[config.mk]
export PLATFORM = sky130hd
export DESIGN_NAME = ccip_rd_arbiter_flat
export DESIGN_NICKNAME = d
export VERILOG_FILES = /design/src/rtl/ccip_rd_arbiter_if.sv /design/src/rtl/ccip_rd_arbiter.sv /design/src/flat_wrapper.sv
export SDC_FILE = /design/constraint.sdc
export NUM_CORES = 1
export LEC_CHECK = 0
export CORE_AREA = 2 2 501 503
export CTS_CLUSTER_SIZE = 28
export DETAILED_ROUTE_END_ITERATION = 6
export DIE_AREA = 0 0 503 505
export GPL_TIMING_DRIVEN = 0
export PLACE_DENSITY_LB_ADDON = 0.12
export SLEW_MARGIN = 20
export SYNTH_ARGS = -nofsm -noshare
export SYNTH_HDL_FRONTEND = slang
export SYNTH_SLANG_ARGS = --single-unit
export TNS_END_PERCENT = 1
[constraint.sdc]
create_clock -name clk -period 33.3 [get_ports clk]
set_input_delay 8.325 -clock clk [delete_from_list [all_inputs] [get_ports clk]]
set_output_delay 8.325 -clock clk [all_outputs]
set_load 0.005 [all_outputs]
[src/rtl/ccip_rd_arbiter_if.sv]
// Bundled request, c0 Tx/Rx and routed-response signals of the CCI-P read arbiter.
// The arbiter connects through the slave modport; its environment uses the master modport.
interface ccip_rd_arbiter_if;
  logic         req0_valid;
  logic [41:0]  req0_address;
  logic         req0_ready;
  logic         req1_valid;
  logic [41:0]  req1_address;
  logic         req1_ready;

  logic         rd_req_valid;
  logic [41:0]  rd_req_address;
  logic [15:0]  rd_req_mdata;
  logic         rd_req_alm_full;

  logic         rd_rsp_valid;
  logic [15:0]  rd_rsp_mdata;
  logic [511:0] rd_rsp_data;

  logic         rsp0_valid;
  logic         rsp1_valid;
  logic [511:0] rsp_data;
  logic [14:0]  rsp_tag;
  logic         err_unexpected_rsp;

  logic [31:0]  grant_cnt0;
  logic [31:0]  grant_cnt1;
  logic [31:0]  stall_cnt;

  modport slave (
    input  req0_valid, req0_address, req1_valid, req1_address,
    input  rd_req_alm_full, rd_rsp_valid, rd_rsp_mdata, rd_rsp_data,
    output req0_ready, req1_ready,
    output rd_req_valid, rd_req_address, rd_req_mdata,
    output rsp0_valid, rsp1_valid, rsp_data, rsp_tag, err_unexpected_rsp,
    output grant_cnt0, grant_cnt1, stall_cnt
  );

  modport master (
    output req0_valid, req0_address, req1_valid, req1_address,
    output rd_req_alm_full, rd_rsp_valid, rd_rsp_mdata, rd_rsp_data,
    input  req0_ready, req1_ready,
    input  rd_req_valid, rd_req_address, rd_req_mdata,
    input  rsp0_valid, rsp1_valid, rsp_data, rsp_tag, err_unexpected_rsp,
    input  grant_cnt0, grant_cnt1, stall_cnt
  );
endinterface

[src/rtl/ccip_rd_arbiter.sv]
// Two-requester round-robin CCI-P read arbiter: grant -> c0 Tx one cycle later, responses routed one cycle later.
// Grants stall on alm_full or per-requester outstanding limit; responses never stall. Stats under CCIP_RD_ARB_STATS_EN.
module ccip_rd_arbiter #(
  parameter int MAX_OUTSTANDING = 64
) (
  input  logic              clk,
  input  logic              reset,
  ccip_rd_arbiter_if.slave  bus
);

  localparam logic [6:0] MAX_OUT = 7'(MAX_OUTSTANDING);

  logic [6:0]  outst0, outst1;
  logic [14:0] seq0, seq1;
  logic        last1;
  logic        elig0, elig1;
  logic        grant0, grant1;
  logic        hit0, hit1;

  function automatic logic [6:0] next_outst(input logic [6:0] cur, input logic inc, input logic dec);
    logic [6:0] nxt;
    nxt = cur;
    if (inc && !dec)
      nxt = cur + 7'd1;
    else if (dec && !inc && cur != 7'd0)
      nxt = cur - 7'd1;
    return nxt;
  endfunction

  // last1 high means requester 1 was granted last, so requester 0 wins a tie
  always_comb begin
    elig0  = !reset && !bus.rd_req_alm_full && bus.req0_valid && (outst0 < MAX_OUT);
    elig1  = !reset && !bus.rd_req_alm_full && bus.req1_valid && (outst1 < MAX_OUT);
    grant0 = elig0 && (!elig1 || last1);
    grant1 = elig1 && (!elig0 || !last1);
    hit0   = bus.rd_rsp_valid && !bus.rd_rsp_mdata[0];
    hit1   = bus.rd_rsp_valid &&  bus.rd_rsp_mdata[0];
  end

  assign bus.req0_ready = grant0;
  assign bus.req1_ready = grant1;

  always_ff @(posedge clk or posedge reset) begin
    if (reset) begin
      bus.rd_req_valid       <= 1'b0;
      bus.rd_req_address     <= '0;
      bus.rd_req_mdata       <= '0;
      bus.rsp0_valid         <= 1'b0;
      bus.rsp1_valid         <= 1'b0;
      bus.rsp_data           <= '0;
      bus.rsp_tag            <= '0;
      bus.err_unexpected_rsp <= 1'b0;
      outst0                 <= '0;
      outst1                 <= '0;
      seq0                   <= '0;
      seq1                   <= '0;
      last1                  <= 1'b1;
    end else begin
      bus.rd_req_valid <= grant0 || grant1;
      if (grant0) begin
        bus.rd_req_address <= bus.req0_address;
        bus.rd_req_mdata   <= {seq0, 1'b0};
        seq0               <= seq0 + 15'd1;
        last1              <= 1'b0;
      end else if (grant1) begin
        bus.rd_req_address <= bus.req1_address;
        bus.rd_req_mdata   <= {seq1, 1'b1};
        seq1               <= seq1 + 15'd1;
        last1              <= 1'b1;
      end

      bus.rsp0_valid <= hit0;
      bus.rsp1_valid <= hit1;
      if (bus.rd_rsp_valid) begin
        bus.rsp_data <= bus.rd_rsp_data;
        bus.rsp_tag  <= bus.rd_rsp_mdata[15:1];
      end
      if ((hit0 && outst0 == 7'd0) || (hit1 && outst1 == 7'd0))
        bus.err_unexpected_rsp <= 1'b1;

      outst0 <= next_outst(outst0, grant0, hit0);
      outst1 <= next_outst(outst1, grant1, hit1);
    end
  end

`ifdef CCIP_RD_ARB_STATS_EN
  logic stall;
  assign stall = (bus.req0_valid || bus.req1_valid) && !grant0 && !grant1;

  always_ff @(posedge clk or posedge reset) begin
    if (reset) begin
      bus.grant_cnt0 <= '0;
      bus.grant_cnt1 <= '0;
      bus.stall_cnt  <= '0;
    end else begin
      if (grant0) bus.grant_cnt0 <= bus.grant_cnt0 + 32'd1;
      if (grant1) bus.grant_cnt1 <= bus.grant_cnt1 + 32'd1;
      if (stall)  bus.stall_cnt  <= bus.stall_cnt + 32'd1;
    end
  end
`else
  assign bus.grant_cnt0 = '0;
  assign bus.grant_cnt1 = '0;
  assign bus.stall_cnt  = '0;
`endif

endmodule

[src/flat_wrapper.sv]
// flat-port wrapper written by rule: the top's interface ports become plain ports
module ccip_rd_arbiter_flat 
#(
  parameter int MAX_OUTSTANDING = 64
)
  (clk, reset, bus_req0_valid, bus_req0_address, bus_req1_valid, bus_req1_address, bus_rd_req_alm_full, bus_rd_rsp_valid, bus_rd_rsp_mdata, bus_rd_rsp_data, bus_req0_ready, bus_req1_ready, bus_rd_req_valid, bus_rd_req_address, bus_rd_req_mdata, bus_rsp0_valid, bus_rsp1_valid, bus_rsp_data, bus_rsp_tag, bus_err_unexpected_rsp, bus_grant_cnt0, bus_grant_cnt1, bus_stall_cnt);
  ccip_rd_arbiter_if bus_i ();
  input  logic clk;
  input  logic reset;
  input wire logic [$bits(bus_i.req0_valid)-1:0] bus_req0_valid;
  input wire logic [$bits(bus_i.req0_address)-1:0] bus_req0_address;
  input wire logic [$bits(bus_i.req1_valid)-1:0] bus_req1_valid;
  input wire logic [$bits(bus_i.req1_address)-1:0] bus_req1_address;
  input wire logic [$bits(bus_i.rd_req_alm_full)-1:0] bus_rd_req_alm_full;
  input wire logic [$bits(bus_i.rd_rsp_valid)-1:0] bus_rd_rsp_valid;
  input wire logic [$bits(bus_i.rd_rsp_mdata)-1:0] bus_rd_rsp_mdata;
  input wire logic [$bits(bus_i.rd_rsp_data)-1:0] bus_rd_rsp_data;
  output wire logic [$bits(bus_i.req0_ready)-1:0] bus_req0_ready;
  output wire logic [$bits(bus_i.req1_ready)-1:0] bus_req1_ready;
  output wire logic [$bits(bus_i.rd_req_valid)-1:0] bus_rd_req_valid;
  output wire logic [$bits(bus_i.rd_req_address)-1:0] bus_rd_req_address;
  output wire logic [$bits(bus_i.rd_req_mdata)-1:0] bus_rd_req_mdata;
  output wire logic [$bits(bus_i.rsp0_valid)-1:0] bus_rsp0_valid;
  output wire logic [$bits(bus_i.rsp1_valid)-1:0] bus_rsp1_valid;
  output wire logic [$bits(bus_i.rsp_data)-1:0] bus_rsp_data;
  output wire logic [$bits(bus_i.rsp_tag)-1:0] bus_rsp_tag;
  output wire logic [$bits(bus_i.err_unexpected_rsp)-1:0] bus_err_unexpected_rsp;
  output wire logic [$bits(bus_i.grant_cnt0)-1:0] bus_grant_cnt0;
  output wire logic [$bits(bus_i.grant_cnt1)-1:0] bus_grant_cnt1;
  output wire logic [$bits(bus_i.stall_cnt)-1:0] bus_stall_cnt;
  assign bus_i.req0_valid = bus_req0_valid;
  assign bus_i.req0_address = bus_req0_address;
  assign bus_i.req1_valid = bus_req1_valid;
  assign bus_i.req1_address = bus_req1_address;
  assign bus_i.rd_req_alm_full = bus_rd_req_alm_full;
  assign bus_i.rd_rsp_valid = bus_rd_rsp_valid;
  assign bus_i.rd_rsp_mdata = bus_rd_rsp_mdata;
  assign bus_i.rd_rsp_data = bus_rd_rsp_data;
  assign bus_req0_ready = bus_i.req0_ready;
  assign bus_req1_ready = bus_i.req1_ready;
  assign bus_rd_req_valid = bus_i.rd_req_valid;
  assign bus_rd_req_address = bus_i.rd_req_address;
  assign bus_rd_req_mdata = bus_i.rd_req_mdata;
  assign bus_rsp0_valid = bus_i.rsp0_valid;
  assign bus_rsp1_valid = bus_i.rsp1_valid;
  assign bus_rsp_data = bus_i.rsp_data;
  assign bus_rsp_tag = bus_i.rsp_tag;
  assign bus_err_unexpected_rsp = bus_i.err_unexpected_rsp;
  assign bus_grant_cnt0 = bus_i.grant_cnt0;
  assign bus_grant_cnt1 = bus_i.grant_cnt1;
  assign bus_stall_cnt = bus_i.stall_cnt;
  ccip_rd_arbiter #(.MAX_OUTSTANDING(MAX_OUTSTANDING)) u_core (.clk(clk), .reset(reset), .bus(bus_i));
endmodule
==> metrics <==
critical path class=in2out; Setup-failing EPs final=0; minimum clock period after layout=19300 ps; Seq/Total Area, Yosys=62.5%; Total Nets Final=3743; Slowest cell on crit path=clkdlybuf4s50_1; H-tree levels=3; Setup crit end kind=output port; post-synthesis average cell area=14.9 um2; Max FO, Critical Path=10; hold violation count in the final report=0; wire length per cell=22.6 um; arrival time at the worst endpoint=10980 ps; result of the run=complete, no violations; transition time at the pin with the least slew margin=about 1000 ps; number of cells produced by synthesis=1704; synth unique cells=52; Primary FF master, synth=dfrtp_1; top achievable clock speed=between 50 and 60 MHz; VDD IR-drop max=0.0359 mV; routed wire length=147000 um; Antenna Violating Nets Remaining=0; initial core utilization=10.2%; chip height=505 um; placed instance area=42300 um2; last weighted congestion value of the routability-driven placer=0.778; max-slew violations=0; Min-Delay Path Class=reg2reg; worst path required time=between 20000 and 25000 ps; Most common cell on crit path=clkdlybuf4s50_1; cell chain of the critical path=clkdlybuf4s50_1 -> or4b_1 -> buf_2 -> nor2_4 -> buf_4 -> clkdlybuf4s50_1; floorplan die area=254000 um2; buffer cell driving the clock tree root=clkbuf_16; count of flip-flops with a built-in enable after synthesis=0; total vias in the final route=19400; pin count of the biggest net entering global routing=86; post-synthesis sequential element count=about 630; Worst setup SP type=input pin; reg-to-reg critical path endpoint=u_core.outst1[6]; count of yosys warnings during synthesis=0; clock latency at the later pin of the worst-skew pair=720 ps; share of flip-flops with an asynchronous set or reset after synthesis=100%; largest incremental delay on the critical path=650 ps; CTS clock-pin slew for the worst setup and hold paths=50 ps; total core area=248000 um2; Chip Width=503 um; clk sink count=approximately 630; fraction of layout instances using a drive strength above 1=25.4%; total of cells resized after clock tree synthesis=0; Setup WS pre-CTS=13900 ps; Rows=183; clock tree from TritonCTS=built; total CTS buffers=92; routed via count divided by cell count=just under 3; area growth from synthesis to layout=78.4%; worst clock skew on the final layout=20.4 ps; count of hold-fix buffers inserted at cts=0; headroom to the max-slew limit=32.6%; launching point of the worst reg2reg path=u_core.outst1[6]; Register-to-Register Setup Slack=about 30000 ps; P_leak=0.0178 uW; number of antenna violations at the first check in global routing=67; overflow left after global routing=0; CTS Buffer Depth=3; max_cap viols=0; first-pass iteration count of the detailed router=4; unrepaired setup endpoints after global routing=no; worst reg2reg path depth=9; DPL Wire Length=121000 um; quantity of I/O buffers inserted on ports=1207; combined area of all synthesized cells=about 25000 um2; Post-CTS Repair Setup Buffers=0; global-route total usage across every layer=11.3%; Setup TNS Final=0 ps; PnR worst setup slack=around 14000 ps; Post-route DRC=0; final core utilization=18.3%; Critical Path Source=reset; drt first-iter violations=718; ports placed on the boundary=1305; Design Area, Final=45300 um2; Power per Cell Area=56.4 nW/um2; smallest hold slack=468 ps; wire length of the first global-routing pass=196000 um; via count of the first global-routing pass=20900; final worst-path cycle share=between 50% and 60%; capturing instance or port of the critical path=bus_req0_ready
## cells in the mapped netlist (7+ instances only)
master    instances  area share, %
dfrtp_1         633             62
mux2_2          533             24
buf_4           102            3.0
clkbuf_1         71            1.0
nand2_1          70            1.0
mux2i_1          56            2.2
o21ai_1          56            1.1
xnor2_1          22           0.76
ha_1             14           0.69
xor2_1           14           0.48
inv_1            12           0.18
nor3_1           10           0.20
nand3_1           9           0.18
nor2_1            9           0.13
o21ai_0           9           0.18
a211oi_1          7           0.21
## worst min path at each step
stage / start / endpoint / slack, ps / depth (start not counted)
floorplan: u_core.seq1[14] / u_core.seq1[14] / 440 / 1
global placement: u_core.bus.err_unexpected_rsp / u_core.bus.err_unexpected_rsp / 450 / 1
detailed placement: u_core.bus.err_unexpected_rsp / u_core.bus.err_unexpected_rsp / 450 / 1
CTS: u_core.bus.err_unexpected_rsp / u_core.bus.err_unexpected_rsp / 480 / 1
global route: u_core.bus.err_unexpected_rsp / u_core.bus.err_unexpected_rsp / 490 / 1
finish: u_core.bus.err_unexpected_rsp / u_core.bus.err_unexpected_rsp / 470 / 1
## state kept, by name, summed over array words and instances, names as in the netlist
register and count:
u_core.bus.rd_req_mdata 16, u_core.bus.err_unexpected_rsp 1, u_core.bus.rsp1_valid 1, u_core.outst0 7
u_core.bus.rd_req_valid 1, u_core.outst1 7, u_core.bus.rsp0_valid 1, u_core.last1 1
u_core.seq0 15, u_core.bus.rd_req_address 42, u_core.bus.rsp_data 512, u_core.seq1 15
u_core.bus.rsp_tag 15
## logic make-up after synthesis
family                     Yosys count  share of synthesized area [%]
and+or+nand+nor                    134                           2.67
adders and majority gates           16                          0.847
buffers and inverters              190                           4.32
xor gates and xnor gates            36                           1.24
muxes                              596                           26.2
other                                1                         0.0148
DFF                                634                           62.5
AOI/OAI and AO/OA                   97                           2.22
## placed cells by master (no fill, tap or decap), types with 5 or more instances in the layout
master           count
a21o_1               6
nand2_1             70
clkbuf_8            17
clkbuf_16           92
a211oi_1             7
nand3_1              9
nand4_1              5
clkdlybuf4s50_1   1207
a21oi_1              6
xnor2_1             22
mux2_4               5
and3_1               6
nor2_1               9
mux2_2             533
o21ai_1             56
dfrtp_1            633
mux2i_1             56
conb_1              96
nor3_1              10
bufinv_16            5
ha_1                14
clkbuf_1            91
nor3b_1              5
buf_16               8
buf_4              102
inv_1               11
clkinv_2            17
o21ai_0              9
xor2_1              14
diode_2             17
## metrics by stage
stage	instances	total power (uW)
after detailed placement	6345	1580
after floorplan	1799	1170
after global routing	6512	2710
after CTS	6510	2640
after global placement	6336	1590
final	6527	2560
## per-layer routing
| layer | GRT usage [%] | up-vias | wire length (um) |
|---|---|---|---|
| met4 | 2.71 | 64 | 2710 |
| li1 | - | 8652 | - |
| met3 | 5.87 | 209 | 17400 |
| met1 | 12.3 | 9643 | 55100 |
| met5 | 0 | - | 368 |
| met2 | 19.1 | 804 | 71800 |
## critical path: cells and delay by family
| kind | cells | cell delay [ps] |
|---|---|---|
| simple gates | 2 | 850 |
| buf+inv | 4 | 1770 |
## cell type report
type	instances	area, um2
Timing Repair Buffer	1216	12300
Clock inverter	34	395
Sequential cell	634	15900
Fill cell	27400	203000
Multi-Input combinational cell	975	8800
Inverter	13	56.3
Tap cell	3330	4170
Buffer	177	1050
Clock buffer	131	2620
Antenna cell	17	42.5
## power by group
group	switching (uW)	total, uW	internal (uW)
clock network	417	1000	587
logic	252	602	351
registers	72.0	952	880
total	741	2560	1820
Note: power is estimated with default switching activity, not from simulation.
==> RTL change: new RTL, same flow settings <==
The option `CCIP_RD_ARB_STATS_EN` is turned on by a define.
--- a/src/rtl/ccip_rd_arbiter.sv
+++ b/src/rtl/ccip_rd_arbiter.sv
@@ -1,4 +1,6 @@
 // Two-requester round-robin CCI-P read arbiter: grant -> c0 Tx one cycle later, responses routed one cycle later.
 // Grants stall on alm_full or per-requester outstanding limit; responses never stall. Stats under CCIP_RD_ARB_STATS_EN.
+`define CCIP_RD_ARB_STATS_EN
+
 module ccip_rd_arbiter #(
   parameter int MAX_OUTSTANDING = 64
Behaviour: not the same (a bounded check fails within 4 cycles, from zero or initial values and one cycle with reset high).
==> RTL change against the original RTL <==
The flow now finishes with violations (DRC). Maximum frequency is 3.7% lower. Sequential cell count up 96. Global-route usage is 1.0 points higher. Routed wire length rose by 9.4%. Area after synthesis rose by 12%. Clock skew shrank 0.0012 ns. Power is 10% higher. Cell area grew 9.0%. Largest power group unchanged. Sequential share of layout area grew 2.0 points. Clock power rose by 13%. Setup slack worse by 0.73 ns.
==> RTL change: results (changes against the original RTL) <==
[timing]
relSlewSlack_pct = 29.7  ; was 32.6%
post-route-period-util_pct = 60.2  ; was 58.0%

[logic_synthesis]
synth_fa_ha_area_share_pct = 0.845  ; was 0.847%
synthXorXnorAreaFrac_pct = 4.06  ; was 1.24%
synth_compound_area_share_pct = 2.76  ; was 2.22%
synth_area_leaders = dfrtp_1, mux2_2, xnor2_1  ; was dfrtp_1, mux2_2, buf_4

[placed_design]
hpwl_um = 131000  ; was 121000 um
dp_cells = 6537  ; was 6345
dpl_cell_area_mm2 = 0.0460  ; was 0.0423 mm2
gp_congestion = 0.746  ; was 0.778

[power]
p_comb_uw = 609  ; was 602 uW
pwr-share-seq_pct = 38.5  ; was 37.2%
leakage_uw = 0.0196  ; was 0.0178 uW
irDropWorstVdd_mv = 0.0394  ; was 0.0359 mV

[outcome]
failed_checks = DRC
outcome = finished, violations left  ; was complete, no violations

[route]
met1_length_um = 55800  ; was 55100 um
route.detailed.drc = 1  ; was 0
vias_per_cell = 3.24  ; was 2.97
routed_wl_um = 161000  ; was 147000 um
wl_met3_um = 21400  ; was 17400 um

[critical_path]
worstPathArrival_ns = 11.71  ; was 10.98 ns
critical_path.endpoint = bus_req1_ready  ; was bus_req0_ready
slowest_delay_ns = 0.69  ; was 0.65 ns
regToRegSetupSlack_ns = 29.00  ; was 30.02 ns
rr_worst_depth = 11  ; was 9

[final_layout]
finalNonFillerCells = 6744  ; was 6527
final_nets = 3949  ; was 3743
post_route_cells_drive_above_1_share_pct = 21.4  ; was 25.4%

[global_route]
grt_first_pass_wirelength_um = 215000  ; was 196000 um
grt.total_usage_pct = 12.3  ; was 11.3%
grt_pass1_vias = 23400  ; was 20900

[cts]
cts_buffers = 104  ; was 92

==> RTL change: cell types whose count changed after synthesis, sizes merged, moves of 15 or more <==
cell,change
dfrtp,+96
and4,+18
xor2,+23
inv,+50
mux2i,-53
nand2,-22
o21ai,-57
a222oi,+53
xnor2,+72
nand4,+28
nor2,+15
nand3,+39
buf,-95
==> RTL change: worst min-delay path by stage <==
stage | start | slack (ns) | to | cells past startpoint
after floorplan | u_core.seq0[14]$_DFFE_PP0N_ | 0.44 | u_core.seq0[14]$_DFFE_PP0N_ | 1
after global placement | u_core.bus.err_unexpected_rsp$_DFFE_PP0P_ | 0.44 | u_core.bus.err_unexpected_rsp$_DFFE_PP0P_ | 1
after detailed placement | u_core.bus.err_unexpected_rsp$_DFFE_PP0P_ | 0.45 | u_core.bus.err_unexpected_rsp$_DFFE_PP0P_ | 1
after CTS | u_core.bus.err_unexpected_rsp$_DFFE_PP0P_ | 0.47 | u_core.bus.err_unexpected_rsp$_DFFE_PP0P_ | 1
after global routing | u_core.bus.grant_cnt0[31]$_DFFE_PP0N_ | 0.48 | u_core.bus.grant_cnt0[31]$_DFFE_PP0N_ | 1
final | u_core.bus.err_unexpected_rsp$_DFFE_PP0P_ | 0.46 | u_core.bus.err_unexpected_rsp$_DFFE_PP0P_ | 1
==> RTL change: cell type report <==
type	count	area [um2]
diodes	17	42.5
plain buffers	86	332
clock buffers	169	3100
clock inverters	21	284
fillers	27000	199000
inverters	63	244
multi-input cells	1012	9590
flip-flops and latches	730	18300
well taps	3330	4170
repair buffers	1316	13400
==> RTL change: metal layers <==
metal / vias up / GRT usage (%)
met5: - / 0
met4: 88 / 2.16
met3: 260 / 7.34
met2: 997 / 21.8
met1: 10800 / 12.4
li1: 9686 / -
